$ cat src/rtl/wb_pkg.sv
`default_nettype none
// ============================================================================
// wb_pkg : shared Wishbone bus widths and arbiter ownership encoding
// Rev 1.0
// ============================================================================
package wb_pkg;

  localparam int WB_ADDR_W = 32;
  localparam int WB_DATA_W = 32;
  localparam int WB_SEL_W  = WB_DATA_W / 8;

  typedef enum logic [1:0] {
    ARB_IDLE = 2'd0,
    ARB_OWN0 = 2'd1,
    ARB_OWN1 = 2'd2
  } arb_state_e;

  function automatic logic [1:0] grant_of(input arb_state_e s);
    case (s)
      ARB_OWN0: return 2'b01;
      ARB_OWN1: return 2'b10;
      default:  return 2'b00;
    endcase
  endfunction

endpackage
`default_nettype wire

$ cat src/rtl/wb_watchdog.sv
`default_nettype none
// ============================================================================
// wb_watchdog : counts stalled strobe cycles, fires for one cycle at LIMIT
// Rev 1.0
// ============================================================================
module wb_watchdog #(
  parameter int LIMIT = 255
) (
  input  logic clk,
  input  logic reset,
  input  logic run,
  input  logic clr,
  output logic fire
);

  localparam int              CNT_W   = $clog2(LIMIT) + 1;
  localparam logic [CNT_W-1:0] LIMIT_C = CNT_W'(LIMIT);

  logic [CNT_W-1:0] cnt_q;
  logic [CNT_W-1:0] cnt_d;

  assign fire = (cnt_q == LIMIT_C);

  // Clearing on fire keeps the count from ever passing LIMIT.
  always_comb begin
    cnt_d = cnt_q;
    if (clr || fire) begin
      cnt_d = '0;
    end else if (run) begin
      cnt_d = cnt_q + CNT_W'(1);
    end
  end

  always_ff @(posedge clk or negedge reset) begin
    if (!reset) begin
      cnt_q <= '0;
    end else begin
      cnt_q <= cnt_d;
    end
  end

endmodule
`default_nettype wire

$ cat src/rtl/wb_arbiter.sv
`default_nettype none
// ============================================================================
// wb_arbiter : two-master / one-slave Wishbone B4 round-robin arbiter
// Rev 1.0
// ============================================================================
module wb_arbiter
  import wb_pkg::*;
#(
  parameter int ADDR_W         = WB_ADDR_W,
  parameter int DATA_W         = WB_DATA_W,
  parameter int TIMEOUT_CYCLES = 255
) (
  input  logic                clk,
  input  logic                reset,
  input  logic                m0_cyc,
  input  logic                m0_stb,
  input  logic                m0_we,
  input  logic [ADDR_W-1:0]   m0_adr,
  input  logic [DATA_W-1:0]   m0_dat_w,
  input  logic [DATA_W/8-1:0] m0_sel,
  output logic [DATA_W-1:0]   m0_dat_r,
  output logic                m0_ack,
  output logic                m0_err,
  input  logic                m1_cyc,
  input  logic                m1_stb,
  input  logic                m1_we,
  input  logic [ADDR_W-1:0]   m1_adr,
  input  logic [DATA_W-1:0]   m1_dat_w,
  input  logic [DATA_W/8-1:0] m1_sel,
  output logic [DATA_W-1:0]   m1_dat_r,
  output logic                m1_ack,
  output logic                m1_err,
  output logic                s_cyc,
  output logic                s_stb,
  output logic                s_we,
  output logic [ADDR_W-1:0]   s_adr,
  output logic [DATA_W-1:0]   s_dat_w,
  output logic [DATA_W/8-1:0] s_sel,
  input  logic [DATA_W-1:0]   s_dat_r,
  input  logic                s_ack,
  input  logic                s_err,
  output logic [1:0]          grant,
  output logic                timeout
);

  arb_state_e state_q, state_d;
  logic       last_q, last_d;
  logic       own0, own1;
  logic       wd_run, wd_clr, wd_fire;

  // last_q holds the master that most recently released the bus; the other wins a tie.
  always_comb begin
    state_d = state_q;
    last_d  = last_q;
    case (state_q)
      ARB_IDLE: begin
        if (m0_cyc && m1_cyc) state_d = last_q ? ARB_OWN0 : ARB_OWN1;
        else if (m0_cyc)      state_d = ARB_OWN0;
        else if (m1_cyc)      state_d = ARB_OWN1;
      end
      ARB_OWN0: begin
        if (!m0_cyc) begin
          last_d  = 1'b0;
          state_d = m1_cyc ? ARB_OWN1 : ARB_IDLE;
        end
      end
      ARB_OWN1: begin
        if (!m1_cyc) begin
          last_d  = 1'b1;
          state_d = m0_cyc ? ARB_OWN0 : ARB_IDLE;
        end
      end
      default: state_d = ARB_IDLE;
    endcase
  end

  always_ff @(posedge clk or negedge reset) begin
    if (!reset) begin
      state_q <= ARB_IDLE;
      last_q  <= 1'b1;
    end else begin
      state_q <= state_d;
      last_q  <= last_d;
    end
  end

  assign own0 = (state_q == ARB_OWN0);
  assign own1 = (state_q == ARB_OWN1);

  // A watchdog expiry withdraws the strobe so the slave sees the cycle abandoned.
  always_comb begin
    s_cyc   = 1'b0;
    s_stb   = 1'b0;
    s_we    = 1'b0;
    s_adr   = '0;
    s_dat_w = '0;
    s_sel   = '0;
    if (own0) begin
      s_cyc   = m0_cyc;
      s_stb   = m0_stb && !wd_fire;
      s_we    = m0_we;
      s_adr   = m0_adr;
      s_dat_w = m0_dat_w;
      s_sel   = m0_sel;
    end else if (own1) begin
      s_cyc   = m1_cyc;
      s_stb   = m1_stb && !wd_fire;
      s_we    = m1_we;
      s_adr   = m1_adr;
      s_dat_w = m1_dat_w;
      s_sel   = m1_sel;
    end
  end

  assign m0_ack   = own0 && s_stb && s_ack;
  assign m1_ack   = own1 && s_stb && s_ack;
  assign m0_err   = own0 && ((s_stb && s_err) || wd_fire);
  assign m1_err   = own1 && ((s_stb && s_err) || wd_fire);
  assign m0_dat_r = own0 ? s_dat_r : '0;
  assign m1_dat_r = own1 ? s_dat_r : '0;

  assign grant   = grant_of(state_q);
  assign timeout = wd_fire;

  assign wd_run = s_cyc && s_stb && !s_ack && !s_err;
  assign wd_clr = (state_d != state_q) || s_ack || s_err || !s_stb;

  generate
    if (TIMEOUT_CYCLES > 0) begin : g_wd
      wb_watchdog #(
        .LIMIT (TIMEOUT_CYCLES)
      ) u_wd (
        .clk   (clk),
        .reset (reset),
        .run   (wd_run),
        .clr   (wd_clr),
        .fire  (wd_fire)
      );
    end else begin : g_no_wd
      logic unused_wd;
      assign unused_wd = wd_run ^ wd_clr;
      assign wd_fire   = 1'b0;
    end
  endgenerate

endmodule
`default_nettype wire
$ cat config.mk
export PLATFORM = sky130hd
export DESIGN_NAME = wb_arbiter
export DESIGN_NICKNAME = d
export VERILOG_FILES = /design/src/rtl/wb_pkg.sv /design/src/rtl/wb_watchdog.sv /design/src/rtl/wb_arbiter.sv
export SDC_FILE = /design/constraint.sdc
export NUM_CORES = 1
export LEC_CHECK = 0
export CAP_MARGIN = 20
export CORE_AREA = 3 3 124 126
export CTS_BUF_LIST = sky130_fd_sc_hd__clkbuf_8
export DETAILED_ROUTE_END_ITERATION = 10
export DIE_AREA = 0 0 127 129
export PLACE_DENSITY = 0.64
export SYNTH_ARGS = -nofsm -noshare
export SYNTH_HDL_FRONTEND = slang
export SYNTH_SLANG_ARGS = --single-unit
$ cat constraint.sdc
create_clock -name clk -period 2.8 [get_ports clk]
set_input_delay 0.56 -clock clk [delete_from_list [all_inputs] [get_ports clk]]
set_output_delay 0.56 -clock clk [all_outputs]
set_load 0.02 [all_outputs]
### Word-level counts from Yosys, hierarchy flattened

Cells that the tools add are included.

| operators by class | value |
|---|---|
| add/subtract/negate cells | 1 |
| equal/unequal tests | 6 |
| multiplexer cells | 29 |
| reductions and logical operators | 26 |

Operators by type and width:

| kind | count |
|---|---|
| two-way mux 32 bit | 6 |
| two-way mux 9 bit | 2 |
| two-way mux 2 bit | 7 |
| logical AND 1 bit | 13 |
| adder 9 x 1 -> 9 bit (second input constant) | 1 |
| == test 9 x 8 -> 1 bit (second input constant) | 1 |
| two-way mux 1 bit | 9 |
| two-way mux 4 bit | 2 |
| case mux 2 bit (3 select lines) | 1 |
| logical OR 1 bit | 5 |
| zero test 1 bit | 4 |
| inequality test 2 bit (second input constant) | 2 |
| case mux 2 bit (2 select lines) | 1 |
| nonzero test 2 bit | 2 |
| AND reduction 3 bit | 1 |
| == test 2 x 1 -> 1 bit (second input constant) | 1 |
| == test 2 bit (second input constant) | 1 |
| zero test 2 bit | 1 |
| inequality test 2 bit | 1 |
| case mux 1 bit (2 select lines) | 1 |

| storage, ports and cells | value |
|---|---|
| flip-flop bits (word level) | 12 |
| bits of input ports | 178 |
| output and inout port bits | 142 |

### Depth between registers and ports, before layout

| depth | value |
|---|---|
| depth in word-level cells | 10 |
| gate-level depth with buffers | 7 |
| depth with buffers taken out | 7 |

### Modules after synthesis

From an unflattened synthesis, not the netlist that was laid out.

| unflattened totals | value |
|---|---|
| cell total of the unflattened synthesis | 233 |
| area, all modules | 1806.7 um^2 |

By module, submodules not included:

| module | instances | cells each | area an instance (um^2) | sequential area each (um^2) |
|---|---|---|---|---|
| wb_arbiter | 1 | 188 | 1356.3 | 76.3 |
| wb_watchdog | 1 | 45 | 450.4 | 225.2 |

### Worst setup path before layout

No wires, ideal clock.

| path | value |
|---|---|
| path kind | flip-flop to output port |
| start | register g_wd.u_wd.cnt_q[0] |
| end | output port m0_ack |
| arrival | 1823 ps |
| data required time | 2240 ps |
| path slack | 417 ps |
| stages on the path, launching flop included | 8 |
| buffers on the path | 0 |
| cells stage by stage | dfrtp_1 ha_1 nand3_1 nor2_1 ha_1 a21oi_2 nand2_1 nor2_1 |

| between the ends | value |
|---|---|
| longest elaborated chain between the ends | 7 |
| elaborated cells on any way between the ends | 8 |

RTL lines:

| what | line | text |
|---|---|---|
| start, declared | wb_watchdog.sv:19 | `logic [CNT_W-1:0] cnt_q;` |
| start signal, assigned | wb_watchdog.sv:38 | `cnt_q <= cnt_d;` |
| == test 9 x 8 -> 1 bit (*) | wb_watchdog.sv:22 | `assign fire = (cnt_q == LIMIT_C);` |
| named net timeout | wb_arbiter.sv:43 | `output logic timeout` |
| zero test 1 bit (*) | wb_arbiter.sv:100, wb_arbiter.sv:107 |  |
| logical AND 1 bit | wb_arbiter.sv:107 | `s_stb = m1_stb && !wd_fire;` |
| two-way mux 1 bit | wb_arbiter.sv:105 | `end else if (own1) begin` |
| two-way mux 1 bit (*) | wb_arbiter.sv:98 | `if (own0) begin` |
| named net s_stb | wb_arbiter.sv:34 | `output logic s_stb,` |
| logical AND 1 bit (*) (2 in series) | wb_arbiter.sv:115 | `assign m0_ack = own0 && s_stb && s_ack;` |
| end, declared | wb_arbiter.sv:22 | `output logic m0_ack,` |

The timed path passes the listed nets; every way through them passes the cells marked *.

### Worst setup path after layout

| path | value |
|---|---|
| start | register state_q[0] |
| end | output port s_adr[9] |

| between the ends | value |
|---|---|
| longest elaborated chain between the ends | 3 |
| elaborated cells on any way between the ends | 4 |

RTL lines:

| what | line | text |
|---|---|---|
| start, declared | wb_arbiter.sv:46 | `arb_state_e state_q, state_d;` |
| start signal, assigned | wb_arbiter.sv:82 | `state_q <= state_d;` |
| == test 2 bit | wb_arbiter.sv:88 | `assign own1 = (state_q == ARB_OWN1);` |
| two-way mux 32 bit | wb_arbiter.sv:105 |  |
| two-way mux 32 bit (*) | wb_arbiter.sv:98 |  |
| end, declared | wb_arbiter.sv:36 | `output logic [ADDR_W-1:0] s_adr,` |

Every way passes the cells marked *; elsewhere a longest branch is shown, timed or not.

==> out/results.md <==
### Synthesis
- syn_nets: 413
- Synth Area per Inst: 7.75 um2
- number of standard cells after synthesis: 233
- post-synthesis sequential element count: 12
- Yosys cell types: 28
- Yosys warnings: 0
- Post-Syn Area: 0.00181 mm2
- proportion of synthesized chip area in sequential cells: 16.7%

### Global route
- maximum number of pins on one net before global-route repair: 61
- first-pass GRT wire length: 18.2 mm
- antenna violations before repair: 3
- aggregate global-route resource usage: 14.3%
- via count of the first global-routing pass: 2922
- leftover overflow at the end of global routing: 0

### Floorplan
- I/O pin count: 320
- Die Y-Extent: 129 um
- die span in x: 127 um
- die area: 0.0164 mm2
- Starting Density: 12.5%
- placeable core region: 0.0144 mm2
- # rows: 44

### Detailed routing
- antenna viol nets, final: 0
- DRT iter0 DRCs: 117
- total vias in the final route: 3045
- average wire per standard cell: 18.5 um
- post-detailed-route via-to-cell ratio: 4.19
- final WL: 13.4 mm
- first-pass iteration count of the detailed router: 4
- number of remaining DRC errors: 0

### Clock tree
- insertion delay of the later-clocked pin in the worst-skew pair: 240 ps
- Num Clock Sinks: 12
- CTS Buffer Depth: 2
- TritonCTS clock tree: yes
- post-CTS repair timing setup buffer count: 0
- deepest level of the CTS H-tree: 1
- Reg clk slew, reported paths: 50 ps
- Clock Root Buffer: clkbuf_8
- CTS buffer count: 3

### Critical path
- slack of the worst reg-to-reg path: 1040 ps
- endpoint required time on the critical path: 2240 ps
- crit path cell chain: nand2b_1 -> inv_2 -> buf_12 -> a22o_1 -> clkdlybuf4s50_1
- Crit path arrival time: 2110 ps
- count of cell instances traversed by the critical path: 5
- startpoint-to-endpoint class of the critical path: flop to output port
- CP max-delay cell: clkdlybuf4s50_1
- cell type group with the largest total delay on the critical path: buffers and inverters
- maximum fanout along the worst path: 60
- Max stage delay on crit path: 630 ps
- worst r2r path cells: 8
- worst flop-to-flop path endpoint: g_wd.u_wd.cnt_q[8]
- Critical path buffers and inverters: 3
- FF-to-FF Start: g_wd.u_wd.cnt_q[0]
- Critical Path Source: state_q[0]
- Critical Path Start Type: flop
- endpoint type of the worst setup path: output port

### Placed design
- post-detail-place hpwl: 11.4 mm
- Final Wtd Congestion: 0.869
- Setup WS pre-CTS: 44.3 ps
- count of buffers inserted at the top-level ports: 319
- cell area after placement: 0.00528 mm2

### Job
- max-cap viol count: 0

### Power and ir drop
- P_leak: 2.09 nW
- worst supply voltage drop on vdd: 0.178 mV
- sum of internal, switching and leakage power: 2.06 mW
- total power divided by cell area: 387 mW/mm2

### Finish
- P&R area growth vs syn: 195%
- final core utilization: 37.0%
- fraction of layout instances using a drive strength above 1: 4.98%
- nets: 723
- final std cell area, no fill: 0.00533 mm2
- antenna diode count: 0

### Timing
- final critical-path setup slack: 126 ps
- maximum clock frequency: 374 MHz
- shortest period the worst path allows: 2670 ps
- share of the clock period used by the worst path: 95.5%
- Hold Vio Cnt, Final: 0
- actual transition at the worst max-transition pin: 549 ps
- summed negative setup slack over all endpoints: 0 ps
- max-slew violations: 0
- clock tree skew after final layout: 2.93 ps
- setup repair after global routing missed its margin: no
- Final setup violation count: 0
- Slew headroom: 63.3%

### Min path
- destination of the worst hold path: last_q
- class of the worst hold path: flop to flop
- count of cells along the worst hold path: 2
- worst min-delay path startpoint: last_q

### Run status
- outcome: completed

-- cell usage after synthesis, drive strengths merged --
cell type	number	area, um2
nand2b	2	12.5
nor2	17	63.8
or4	1	11.3
nand4	1	6.26
nand2	5	18.8
dfrtp	11	275
xnor2	5	43.8
clkbuf	14	52.6
nand3b	4	30.0
o22a	1	8.76
xor2	2	17.5
ha	2	25.0
nand3	7	52.6
a21oi	5	28.8
o21ai	2	10.0
a22o	69	604
nor2b	1	6.26
a211oi	3	27.5
dfstp	1	26.3
buf	10	56.3
o22ai	1	6.26
inv	4	15.0
and2	65	407
-- sequential cells by signal, summed over array words and instances (netlist names) --
signal and count:
g_wd.u_wd.cnt_q 9, last_q 1, state_q 2
-- worst max-delay path by stage --
| stage | to | slack, ps |
|---|---|---|
| floorplan | m0_ack | 420 |
| global placement | m1_ack | 70 |
| detailed placement | m1_ack | 40 |
| CTS | m1_err | 50 |
| global route | s_adr[5] | 50 |
| finish | s_adr[9] | 130 |
-- cells by family (layout without fill, tap and decap cells) --
logic type | count (synthesis) | after routing | share of synthesized area [%]
simple gates | 103 | 103 | 33.7
buf+inv | 28 | 337 | 6.86
xor+xnor | 7 | 7 | 3.40
compound gates | 81 | 81 | 38.0
fa+ha+maj | 2 | 2 | 1.39
flops | 12 | 12 | 16.7
-- placed cells by master (no fill, tap or decap), types with 2 or more instances in the layout --
cell type	count
o21ai_0	2
buf_12	8
a22o_1	69
clkdlybuf4s50_1	308
xor2_1	2
ha_1	2
nand3_1	5
nor2_1	17
inv_2	2
dlymetal6s2s_1	3
and2_1	65
nand2b_1	2
a211oi_1	2
dlygate4sd2_1	2
a21oi_1	4
dfrtp_1	11
inv_1	3
xnor2_1	5
buf_4	8
nand3b_1	4
nand2_1	5
clkbuf_8	3
-- area by class of cell --
type	count	area, um2
well taps	184	230
clock buffers	3	41.3
clock inverters	1	3.75
fillers	1473	9090
inverters	4	15.0
multi-input cells	193	1380
repair buffers	329	3360
flip-flops and latches	12	302
-- tightest hold or removal path: stages (launching register included) --
cell and delay (ps):
dfstp_2 380, o21ai_0 70, o21ai_0 90
-- metrics by stage --
| stage | cells | hold WS, ps |
|---|---|---|
| after floorplan | 233 | 264 |
| after global placement | 722 | 492 |
| after detailed placement | 722 | 545 |
| after CTS | 726 | 550 |
| after global routing | 726 | 559 |
| final | 726 | 546 |
-- timing repair --
| item | in CTS | in global routing |
|---|---|---|
| gates resized for setup | 2 | 3 |
| hold buffers | 0 | 0 |
| endpoints found under the setup margin | 2 | 3 |
-- report_power, final --
| part | leakage [nW] | internal, mW | switching, mW |
|---|---|---|---|
| Clock | 0.0269 | 0.0964 | 0.0615 |
| Sequential | 0.161 | 0.187 | 0.00738 |
| Combinational | 1.90 | 0.903 | 0.807 |
-- routing by layer --
metal / up-vias / track usage, % / part of all wire, %
met2: 149 / 24.0 / 48
met4: 6 / 1.89 / 0.66
li1: 1465 / - / -
met5: - / 0 / 0.26
met3: 12 / 5.27 / 11
met1: 1413 / 18.2 / 40
(Power assumes the default switching activity.)
==> RTL edit 1: new RTL, same flow settings <==
Register the outputs `m0_err`, `m1_err` and `timeout`, without a reset; this adds one clock of latency there. The other outputs are not delayed to match.
--- a/src/rtl/wb_arbiter.sv
+++ b/src/rtl/wb_arbiter.sv
@@ -114,13 +114,15 @@
 
   assign m0_ack   = own0 && s_stb && s_ack;
   assign m1_ack   = own1 && s_stb && s_ack;
-  assign m0_err   = own0 && ((s_stb && s_err) || wd_fire);
-  assign m1_err   = own1 && ((s_stb && s_err) || wd_fire);
   assign m0_dat_r = own0 ? s_dat_r : '0;
   assign m1_dat_r = own1 ? s_dat_r : '0;
 
   assign grant   = grant_of(state_q);
-  assign timeout = wd_fire;
+  always_ff @(posedge clk) begin
+    m0_err  <= own0 && ((s_stb && s_err) || wd_fire);
+    m1_err  <= own1 && ((s_stb && s_err) || wd_fire);
+    timeout <= wd_fire;
+  end
 
   assign wd_run = s_cyc && s_stb && !s_ack && !s_err;
   assign wd_clr = (state_d != state_q) || s_ack || s_err || !s_stb;
Function: changed (a bounded check fails within 4 cycles, from zero or initial values and one cycle with reset low).
==> RTL edit 1 against the unedited design <==
Sequential share of layout area grew 0.88 points. Routed wire length increased by 15%. Final area grew 4.2%. Non-clock buffer count grew 2. Critical endpoint is now s_dat_w[1]. Largest cell class unchanged. Sequential cell count rose by 3. Synthesized area increased by 3.7%. Utilization grew 1.5 points. Combinational power is 6% higher. Synthesized cell count up 1.7%. Critical path depth stayed put. Setup slack worse by 0.014 ns. Power up 8.9%.
==> RTL edit 1: results (changes against the unedited design) <==
layout:
  stdcell_count: 732  # +0.83%
  reg_top3: "g_wd.u_wd.cnt_q x9, state_q x2"
  nets: 729  # +0.83%
  insertedDiodeCount: 0  # unchanged
  drive_gt1_frac: 0.0785  # +0.0287
global_routing:
  grt_max_degree: 55  # -9.8%
  grt_pass1_wl_mm: 20.8  # +14%
  grtUsageTotal: 0.169  # +0.0260
  grt_antenna_before_repair: 2  # -1
power_and_ir_drop:
  ir_worst_vdd_mv: 0.263  # +48%
  p_leak_nw: 2.21  # +5.7%
logic_synthesis:
  synth.top_cells.by_area: "a22o_1, and2_1, dfrtp_1"
  seq_area_frac_synth: 0.193  # +0.0260
  synthFlopType: "dfrtp_1"
  yosysUniqueCellTypes: 30  # +7.1%
  ys_warn_count: 0  # unchanged
  async_flop_share: 0.800  # -0.200
  synth_nets: 417  # +0.97%
  yosys-top-cells-count: "a22o_1, and2_1, nor2_1, clkbuf_1, dfrtp_1"
  avgSynthCellArea_um2: 7.90  # +2.0%
  synth_top_cell_area_share: 0.323  # -0.0121
routing:
  wl_met3_mm: 2.23  # +53%
  routed-wl-met2_mm: 6.94  # +6.6%
  drt_wl_total_mm: 15.5  # +15%
  drt_iter0_drc: 142  # +21%
  maxUsedRoutingLayer: "met5"
  wl_met1_mm: 6.21  # +16%
  vias: 3138  # +3.1%
setup_path:
  crit_path_max_fanout: 25  # -58%
  endpoint: "s_dat_w[1]"
  r2r_setup_slack_ns: 1.06  # +0.02 ns
  rr_worst_depth: 8  # unchanged
  r2r-start: "g_wd.u_wd.cnt_q[0]$_DFFE_PN0P_"
  arrival_ns: 2.13  # +0.02 ns
status:
  status: "completed"
placed_design:
  placed_cell_area_um2: 5460  # +3.5%
  post-dp-hpwl_mm: 13.2  # +16%
  globalplace.congestion: 0.876  # +0.79%
min_path:
  whs_path_depth: 2  # unchanged
clock_tree:
  clk_latency_ns: 0.26  # +0.02 ns
  clk_pin_slew_ns: 0.06
  cts_max_level: 1  # unchanged
sta:
  skew_ns: 0.00253  # -0.000399 ns
  tightestPinTransition_ns: 0.543  # -0.00659 ns
floorplanning:
  initial_core_util: 0.130  # +0.00468
RTL edit 1: changes by cell type after synthesis:
cell      delta
dfxtp_1      +3
a21boi_0     +1
RTL edit 1: metrics by stage:
step,total power (W),worst slack [ns],utilization,hold WS [ns]
4_1_cts,0.00226,0.00357,0.382,0.554
5_1_grt,0.00237,0.00774,0.385,0.578
6_report,0.00224,0.112,0.385,0.553
2_1_floorplan,0.00100,0.539,-,0.264
3_3_place_gp,0.00205,0.0480,0.379,0.492
3_5_place_dp,0.00205,0.0596,0.379,0.544
RTL edit 1: what timing repair did:
item | 4_1_cts | 5_1_grt
hold buffers | 0 | 0
endpoints found under the setup margin | 3 | 81
gates cloned | 0 | 1
resized for setup | 3 | 8
RTL edit 1: kinds of logic (layout without fill, tap and decap cells):
kind of cell	count (synthesis)	count (layout)	share of synthesized area
simple gates	103	103	0.325
flops	15	15	0.193
compound gates	82	82	0.370
xor+xnor	7	7	0.0327
fa+ha+maj	2	2	0.0134
buf+inv	28	339	0.0661
RTL edit 1: cell type report:
type / instances / area, um^2
multi-input cells: 194 / 1390
repair buffers: 331 / 3510
clock buffers: 3 / 41.3
inverters: 4 / 17.5
flip-flops and latches: 15 / 363
well taps: 184 / 230
clock inverters: 1 / 7.51
fillers: 1468 / 8870
RTL edit 1: report_power, final:
part           switching (W)  internal, W
logic               0.000847     0.000965
clock network      0.0000876     0.000100
registers          0.0000133     0.000231
total               0.000948      0.00130
RTL edit 1: critical path, cell delays in order, from the launching register on:
cell             delay (ns)
dfrtp_2                0.47
nand2b_1               0.23
inv_4                  0.15
buf_6                  0.22
a22o_1                 0.17
clkdlybuf4s50_1        0.62
RTL edit 1: layer usage:
layer / global-route usage / vias up
li1: - / 1484
met1: 0.214 / 1462
met2: 0.256 / 177
met3: 0.102 / 11
met4: 0.0215 / 4
met5: 0 / -
==> RTL edit 2: new RTL, config.mk and constraints unchanged <==
Without the edit above. Change the parameter `TIMEOUT_CYCLES` from 255 to 510.
--- a/src/rtl/wb_arbiter.sv
+++ b/src/rtl/wb_arbiter.sv
@@ -8,7 +8,7 @@
 #(
   parameter int ADDR_W         = WB_ADDR_W,
   parameter int DATA_W         = WB_DATA_W,
-  parameter int TIMEOUT_CYCLES = 255
+  parameter int TIMEOUT_CYCLES = 510
 ) (
   input  logic                clk,
   input  logic                reset,
Behaviour: no difference found for any inputs over 10 cycles, from zero or initial values and one cycle with reset low; that may be too few to reach the edited logic, so the function may still have changed.
==> RTL edit 2 against the unedited design <==
Setup slack got worse by 0.0082 ns. Power about the same. Sequential cell count increased by 1. Final area increased by 1.7%. Routed wire length increased by 0.95%. Critical path depth increased by 1. Die area unchanged. Hold slack got worse by 0.023 ns. Synthesized area increased by 4.4%. Largest cell class unchanged.
==> RTL edit 2: results (changes against the unedited design) <==
layout:
  largest_reg_flops: 10  # +1
  reg_top3: "g_wd.u_wd.cnt_q x10, state_q x2, last_q x1"
  sh_seq_area: 0.0607  # +0.00412
  drive_gt1_frac: 0.0519  # +0.00213
  multi_input_area_share: 0.267  # +0.00787
  clk_share: 0.00831  # -0.000142
  comb.multi_input.count: 192  # -0.52%
  buffer_area_frac: 0.619  # -0.0115
  nFillCells: 1442  # -2.1%
routing:
  maxUsedRoutingLayer: "met4"
  wl_met3_mm: 1.54  # +5.7%
  routed-wl-met2_mm: 6.60  # +1.5%
  wl_met1_mm: 5.20  # -2.7%
logic_synthesis:
  synth_nets: 416  # +0.73%
  synth.top_cells.by_area: "a22o_1, and2_1, dfrtp_1"
  yosys-top-cells-count: "a22o_1, and2_1, clkbuf_1, dfrtp_1, buf_2"
  yosysUniqueCellTypes: 36  # +29%
  synth_fa_ha_area_frac: 0.0133  # -0.000589
  synth_xor_area_frac: 0.0139  # -0.0200
  synth-compound-area-share: 0.402  # +0.0224
global_routing:
  use_met3: 0.0589  # +0.00623
  grt_use_met2: 0.247  # +0.00685
  grt_pass1_wl_mm: 18.5  # +1.4%
  grtUsageTotal: 0.144  # +0.000210
setup_path:
  r2r_setup_slack_ns: 0.92  # -0.12 ns
  max_stage_delay_ns: 0.61  # -0.02 ns
power_and_ir_drop:
  ir_worst_vdd_mv: 0.166  # -7.1%
  p_leak_nw: 2.10  # +0.37%
sta:
  tightestPinTransition_ns: 0.603  # +0.0534 ns
  skew_ns: 0.000789  # -0.00214 ns
status:
  status: "completed"
placed_design:
  globalplace.congestion: 0.877  # +0.85%
RTL edit 2: cell types whose count changed after synthesis, sizes merged, moves of 3 or more:
cell	change
nand3	-3
xnor2	-3
a2111oi	+5
a211oi	-3
a21oi	-4
nor2	-13
nor4	+5
o21ai	+5
or3	+4
RTL edit 2: per-stage QoR:
step                cells  cell area (um^2)  hold WS [ns]  setup WS [ns]  total power [W]
finish                723              5420         0.523          0.118          0.00206
global route          723              5420         0.545         0.0140          0.00216
global placement      717              5350         0.493          0.215          0.00189
CTS                   721              5400         0.527        0.00308          0.00207
detailed placement    717              5350         0.519          0.204          0.00190
floorplan             236              1890         0.264          0.699         0.000956
RTL edit 2: how the worst max path moves through the flow:
| stage | start | end | slack, ns | cells past startpoint |
|---|---|---|---|---|
| 2_1_floorplan | state_q[0]$_DFF_PN0_ | m1_err | 0.70 | 5 |
| 3_5_place_dp | m0_stb | m0_ack | 0.20 | 4 |
| 6_report | g_wd.u_wd.cnt_q[0]$_DFFE_PN0P_ | m1_ack | 0.12 | 6 |
| 4_1_cts | state_q[1]$_DFF_PN0_ | s_dat_w[27] | 0.003 | 4 |
| 5_1_grt | g_wd.u_wd.cnt_q[0]$_DFFE_PN0P_ | m1_ack | 0.01 | 6 |
| 3_3_place_gp | m0_stb | m0_ack | 0.21 | 4 |
RTL edit 2: worst min-delay path, stage by stage, from the launching register on:
cell	delay [ns]
dfstp_2	0.38
o21ai_0	0.06
o21ai_0	0.08
RTL edit 2: power groups by stage:
stage	sequential (W)	combinational (W)	clock (W)
after global placement	0.000224	0.00167	0
after global routing	0.000226	0.00176	0.000174
after floorplan	0.000208	0.000748	0
final	0.000223	0.00168	0.000163
after detailed placement	0.000226	0.00168	0
after CTS	0.000222	0.00169	0.000166
